--- src/rtl/counter_pkg.sv ---
// Shared constants and state encoding for the load-and-countdown counter.
package counter_pkg;

    localparam int WIDTH_DEFAULT = 6;

    typedef enum logic {
        IDLE  = 1'b0,
        COUNT = 1'b1
    } state_e;

endpackage

--- src/rtl/counter.sv ---
// Loadable down-counter: ena loads din, the count runs to zero,
// and oflag pulses for one cycle when it expires.
module counter
    import counter_pkg::*;
#(
    parameter int WIDTH = WIDTH_DEFAULT
) (
    input  logic             clk,
    input  logic             rst_n,
    input  logic [WIDTH-1:0] din,
    input  logic             ena,
    output logic             oflag
);

    state_e           state_q, state_d;
    logic [WIDTH-1:0] cnt_q, cnt_d;
    logic             oflag_q, oflag_d;

    // Load wins over decrement and expiry; expiry leaves cnt at zero.
    always_comb begin
        state_d = state_q;
        cnt_d   = cnt_q;
        oflag_d = 1'b0;
        if (ena) begin
            cnt_d   = din;
            state_d = COUNT;
        end else if (state_q == COUNT) begin
            if (cnt_q != '0) begin
                cnt_d = cnt_q - 1'b1;
            end else begin
                oflag_d = 1'b1;
                state_d = IDLE;
            end
        end
    end

    always_ff @(posedge clk) begin
        if (!rst_n) begin
            state_q <= IDLE;
            cnt_q   <= '0;
            oflag_q <= 1'b0;
        end else begin
            state_q <= state_d;
            cnt_q   <= cnt_d;
            oflag_q <= oflag_d;
        end
    end

    assign oflag = oflag_q;

endmodule

--- config.mk ---
export PLATFORM = sky130hd
export DESIGN_NAME = counter
export DESIGN_NICKNAME = d
export VERILOG_FILES = /design/src/rtl/counter_pkg.sv /design/src/rtl/counter.sv
export SDC_FILE = /design/constraint.sdc
export NUM_CORES = 1
export LEC_CHECK = 0
export CORE_UTILIZATION = 35
export DETAILED_ROUTE_END_ITERATION = 12
export SLEW_MARGIN = 20
export SYNTH_ARGS = -nofsm -noshare
export SYNTH_HDL_FRONTEND = slang
export SYNTH_SLANG_ARGS = --single-unit
--- constraint.sdc ---
create_clock -name clk -period 1.3 [get_ports clk]
set_input_delay 0.39 -clock clk [delete_from_list [all_inputs] [get_ports clk]]
set_output_delay 0.39 -clock clk [all_outputs]
set_load 0.05 [all_outputs]
==> impl_metrics.ini, run 1 <==
[status]
status = complete, but fails checks
violations = negative setup slack

[critical_path]
cpMaxStageDelayCell = or4b_4
cp_data_required_time_ps = 1500
critical_path_class = reg -> reg
endpoint_kind = flop
rrSetupSlack_ps = -80
crit_chain = or4b_4, a211o_1, a21oi_2
reg2reg_from = cnt_q[1]$_SDFFE_PN0P_
timing.rr.end = cnt_q[3]$_SDFFE_PN0P_
reg2regPathDepth = 3
path_delay_family = simple AND/OR/NAND/NOR gates
path_buf_inv = 0
critPathMaxFanout = 4
arrival_ps = 1580
critPathMaxStageDelay_ps = 580
cp-start-kind = flop

[timing]
skew_ps = 14.68
post-route-period-util = 1.059
fin_ws_ps = -76.76
worstMarginPinSlew_ps = 231.6
clock.fmax_ghz = 0.7263
setup_violations = 5
finalCriticalPeriod_ps = 1377
hold_viol_final = 0
rsz0062_at_grt = true
max_slew_margin = 0.8440
drv_slew = 0

[placement]
dp_slack_ps = -248.2
dp_hpwl_microns = 945.9
place_congestion = 0.8156
port_buffers = 9

[clock_network]
clockBufferDepth = 2
cts_buffers = 3
hold_buffers = 0
ctsHtreeMaxLevel = 1
cts_root_buffer = clkbuf_4
cts_tree = done
path_clk_slew_ps = 60
numClockSinks = 8
clock_latency_ps = 260

[logic_synthesis]
yosys.area.top_type_share = 0.3360
avgSynthCellArea_sq_um = 9.167
yosys.cell_types.count = 30
yosysMostFrequentCell = dfxtp_1
yosys-top-cells-count = dfxtp_1, a21oi_1, inv_1, o21ai_0, nand2_1
synth_edf_count = 0
synthArstFlopShare = 0
synth-seq-cells = 8
netlist_top_cells_area = dfxtp_1, ha_1, nor4b_4
synth_nets = 63
seq_area_frac_synth = 0.3360
syn_inst = 52
synth_top_flop_cell = dfxtp_1
syn_area_sq_um = 476.7
yosysWarningCount = 0
yosys.area.top_type = dfxtp_1

[detailed_routing]
drt_iter0_drc = 4
post-route-drc-count = 0
avgViaCountPerCell = 5.521
antenna_left = 0
wl_per_cell_microns = 13.56
dr.pass1.iters = 4
wl_microns = 1275
via_count = 519

[global_routing]
track_usage = 0.2142
grt_pass1_wl_microns = 2132
antenna_found_initial = 0
grt_pass1_vias = 516
grt.overflow.total = 0
grt_max_degree = 8

[cells_and_area]
utilization = 0.6899
final_nets = 93
drive_gt1_frac = 0.5125
area_growth_pct = 71.65
antenna_cells = 0

[power_and_ir_drop]
power_density_mw_per_mm2 = 926.0
power.leakage_nw = 0.3238
p_switching_w = 0.0002273
switching_share = 0.3000
ir_drop_mv = 0.6619
pwr-share-seq = 0.381
clkPwrFrac = 0.256
p_comb_frac = 0.363
intPower_w = 0.0005304
fin_total_pwr_w = 0.0007578

[floorplanning]
rows = 12
core_sq_mm = 0.001186
die_w_microns = 38.91
ios = 10
start_util = 0.4019
die-area_sq_mm = 0.001514
die_h_microns = 38.91

[hold_path]
holdPathStages = 2
hp-class = reg -> reg
hold_start = cnt_q[5]$_SDFFE_PN0P_
hold_end = cnt_q[5]$_SDFFE_PN0P_

[run]
drv_cap = 0
## flip-flops by register name, summed over array words and instances (netlist names)
| signal | flops |
|---|---|
| state_q | 1 |
| cnt_q | 6 |
| oflag | 1 |
## worst max path at each step
stage,startpoint,to,cells past startpoint
after floorplan,cnt_q[0]$_SDFFE_PN0P_,cnt_q[4]$_SDFFE_PN0P_,5
after global placement,rst_n,cnt_q[0]$_SDFFE_PN0P_,4
after detailed placement,rst_n,cnt_q[0]$_SDFFE_PN0P_,4
after CTS,cnt_q[1]$_SDFFE_PN0P_,cnt_q[3]$_SDFFE_PN0P_,7
after global routing,cnt_q[1]$_SDFFE_PN0P_,cnt_q[0]$_SDFFE_PN0P_,6
final,cnt_q[1]$_SDFFE_PN0P_,cnt_q[3]$_SDFFE_PN0P_,3
## metal layers
metal / routed length, microns / part of all wire / vias up / track usage
li1: - / - / 262 / -
met1: 610 / 0.48 / 248 / 0.2837
met2: 635 / 0.50 / 7 / 0.3208
met3: 17 / 0.013 / 2 / 0.03468
met4: 11 / 0.0086 / 0 / 0.1293
met5: 0 / 0 / - / 0
## power by group through the flow
| stage | Combinational, W | Sequential [W] | Clock, W |
|---|---|---|---|
| after global placement | 0.000210 | 0.000291 | 0 |
| after CTS | 0.000268 | 0.000288 | 0.000199 |
| final | 0.000275 | 0.000288 | 0.000194 |
| after floorplan | 0.000102 | 0.000295 | 0 |
| after global routing | 0.000301 | 0.000291 | 0.000214 |
| after detailed placement | 0.000211 | 0.000291 | 0 |
## worst register-to-register path, stage by stage (launching register included)
cell and delay [ps]:
dfxtp_2 330, or4b_4 580, a211o_1 300, a21oi_2 110
## cells by family (layout without fill, tap and decap cells)
| group | count (synthesis) | in the layout | share of synthesized area |
|---|---|---|---|
| and+or+nand+nor | 14 | 14 | 0.2441 |
| adders and majority gates | 2 | 2 | 0.05249 |
| DFF | 8 | 8 | 0.3360 |
| AOI/OAI and AO/OA | 22 | 22 | 0.3203 |
| buffers and inverters | 6 | 34 | 0.04724 |
## what timing repair did
item | CTS | global route
gates cloned | 0 | 0
pin swaps | 8 | 2
buffers inserted | 4 | 0
resized for setup | 14 | 3
setup endpoints to repair | 7 | 8
## final cells by class
cell class,count,area (sq um)
Fill cell,107,367.9
Multi-Input combinational cell,38,360.3
Timing Repair Buffer,27,239.0
Sequential cell,8,163.9
Clock buffer,3,22.52
Tap cell,14,17.52
Inverter,4,15.01
## metrics by stage
step	setup TNS (ps)	area (sq um)	instances	hold slack (ps)
floorplan	0	479.2	52	467.6
detailed placement	-1345	701.9	88	492.6
finish	-257.5	818.3	94	533.2
global placement	-1241	701.9	88	507.5
CTS	-204.4	804.5	94	494.7
global route	-617.4	818.3	94	560.6
## cell usage in the layout, fill, tap and decap left out, types with 2 or more instances in the layout
master / synthesis / layout
a211o_1: 2 / 2
a21oi_1: 4 / 2
a21oi_2: 0 / 2
a31oi_1: 2 / 2
buf_4: 0 / 17
clkbuf_4: 0 / 3
clkdlybuf4s50_1: 0 / 8
dfxtp_1: 8 / 5
dfxtp_2: 0 / 3
ha_4: 0 / 2
inv_1: 4 / 2
inv_2: 0 / 2
nand2_1: 3 / 2
o21ai_0: 4 / 3
Note: power is estimated with default switching activity, not from simulation.
==> run 2: changes to the inputs <==
- CTS_CLUSTER_SIZE: not set -> 24
==> results of run 2 <==
Same layout as run 1: the final DEF is identical, and so are final timing and power.
==> run 3: changes to the inputs <==
- PLACE_DENSITY: not set -> 0.68
- RECOVER_POWER: not set -> 100
==> impl_metrics.ini, run 3 (synthesized netlist as in run 1, its figures left out) <==
[timing]
drv_slew = 0
skew_ps = 2.556
whs_ps = 530.0
rsz0062_at_grt = true
post-route-period-util = 1.096
setup_violations = 5
clock.fmax_ghz = 0.7021
worstMarginPinSlew_ps = 283.1
hold_viol_final = 0
finalCriticalPeriod_ps = 1424
max_slew_margin = 0.8120
fin_ws_ps = -124.4

[global_routing]
antenna_found_initial = 0
grt_pass1_wl_microns = 2070
grt_max_degree = 9
grt_pass1_vias = 517
grt.overflow.total = 0
track_usage = 0.2065
globalRouteMet2Util = 0.3625
grt-busiest-layer = met2
met3_usage = 0.05202
grtUsageMet1 = 0.2254

[clock_network]
hold_buffers = 0
path_clk_slew_ps = 60
numClockSinks = 8
clock_latency_ps = 260
cts_tree = done
cts_buffers = 3
cts_root_buffer = clkbuf_4
clockBufferDepth = 2
ctsHtreeMaxLevel = 1

[critical_path]
reg2reg_from = cnt_q[0]$_SDFFE_PN0P_
path_common_cell = buf_4
cp_data_required_time_ps = 1500
cp-start-kind = flop
critPathMaxFanout = 6
endpoint_kind = flop
path_delay_family = compound AO/OA/AOI/OAI gates
crit_chain = inv_2, ha_4, nor4b_4, buf_4, buf_4, a211o_1, a21oi_1
reg2regPathDepth = 7
arrival_ps = 1620
rrSetupSlack_ps = -120
critPathMaxStageDelay_ps = 350
critical_path_class = reg -> reg
cpMaxStageDelayCell = dfxtp_2
timing.rr.end = cnt_q[3]$_SDFFE_PN0P_
path_buf_inv = 3

[cells_and_area]
drive_gt1_frac = 0.5185
largest_register = cnt_q
area_growth_pct = 70.08
final_cell_mix = buf_4, clkdlybuf4s50_1, dfxtp_2, dfxtp_1
antenna_cells = 0
final_nets = 94
stdcell_count = 95
largest_reg_flops = 6
layout_commonest_cell = buf_4
fill_cells = 98

[floorplanning]
start_util = 0.4019
ios = 10
die-area_sq_mm = 0.001514
rows = 12
core_sq_mm = 0.001186
die_w_microns = 38.91
die_h_microns = 38.91

[placement]
port_buffers = 9
place_congestion = 0.7694
dp_cells = 87
dp_hpwl_microns = 942.4

[hold_path]
hold_start = cnt_q[5]$_SDFFE_PN0P_
holdPathStages = 2
hp-class = reg -> reg
hold_end = cnt_q[5]$_SDFFE_PN0P_

[status]
violations = negative setup slack
status = complete, but fails checks

[detailed_routing]
post-route-drc-count = 0
dr.pass1.iters = 4
via_count = 549
drt_iter0_drc = 6
wl_per_cell_microns = 14.57
wl_microns = 1384
antenna_left = 0
avgViaCountPerCell = 5.779

[power_and_ir_drop]
power_density_mw_per_mm2 = 952.6
power.leakage_nw = 0.3265
ir_drop_mv = 0.4952

[run]
drv_cap = 0
==> run 3: changes by cell type in the layout (fill, tap and decap cells not counted), sizes merged <==
cell and change:
clkbuf +1
==> run 3: what timing repair did <==
action | CTS | global route
resized for setup | 11 | 7
buffers inserted | 3 | 4
pin swaps | 8 | 5
endpoints found under the hold margin | 0 | 0
endpoints found under the setup margin | 7 | 8
==> run 3: worst max-delay path by stage <==
stage | startpoint | cells after the start | to | slack, ps
2_1_floorplan | cnt_q[0]$_SDFFE_PN0P_ | 5 | cnt_q[4]$_SDFFE_PN0P_ | 10
3_3_place_gp | rst_n | 4 | cnt_q[0]$_SDFFE_PN0P_ | -210
3_5_place_dp | ena | 4 | cnt_q[0]$_SDFFE_PN0P_ | -220
4_1_cts | cnt_q[1]$_SDFFE_PN0P_ | 5 | cnt_q[1]$_SDFFE_PN0P_ | -80
5_1_grt | cnt_q[0]$_SDFFE_PN0P_ | 7 | cnt_q[3]$_SDFFE_PN0P_ | -170
6_report | cnt_q[0]$_SDFFE_PN0P_ | 7 | cnt_q[3]$_SDFFE_PN0P_ | -120
==> run 3: per-layer routing <==
metal	wire length, microns	vias up
li1	-	263
met1	633	264
met2	671	18
met3	50	4
met4	29	0
met5	0	-
==> run 3: power by group <==
part | internal (W) | leakage [nW] | switching [W]
Clock | 0.000107 | 0.0138 | 0.0000969
Combinational | 0.000160 | 0.245 | 0.000117
Sequential | 0.000268 | 0.0674 | 0.0000240
==> run 3: worst reg2reg max path: cells and delay by family (launching register included) <==
kind | cells | cell delay [ps]
AO/OA/AOI/OAI | 2 | 390
adder cells (fa/ha/maj) | 1 | 150
buffers and inverters | 3 | 350
flip-flops | 1 | 350
AND/OR/NAND/NOR | 1 | 120
==> run 3: cell type report <==
class | instances | area (sq um) | area share
sequential | 8 | 165.2 | 0.2037
tap | 14 | 17.52 | 0.02160
clock buffer | 3 | 22.52 | 0.02778
timing repair buffer | 28 | 235.2 | 0.2901
inverter | 4 | 15.01 | 0.01852
multi-input combinational | 38 | 355.3 | 0.4383
==> run 3: stage by stage <==
| stage | cell area, sq um | utilization | setup WS (ps) | setup TNS, ps | power, W |
|---|---|---|---|---|---|
| final | 810.8 | 0.6835 | -124.4 | -348.2 | 0.0007723 |
| after floorplan | 479.2 | - | 11.32 | 0 | 0.0003977 |
| after global routing | 810.8 | 0.6835 | -168.0 | -614.9 | 0.0008045 |
| after global placement | 694.4 | 0.5854 | -205.5 | -1048 | 0.0004949 |
| after CTS | 772.0 | 0.6508 | -81.73 | -300.7 | 0.0007316 |
| after detailed placement | 694.4 | 0.5854 | -220.2 | -1253 | 0.0004984 |
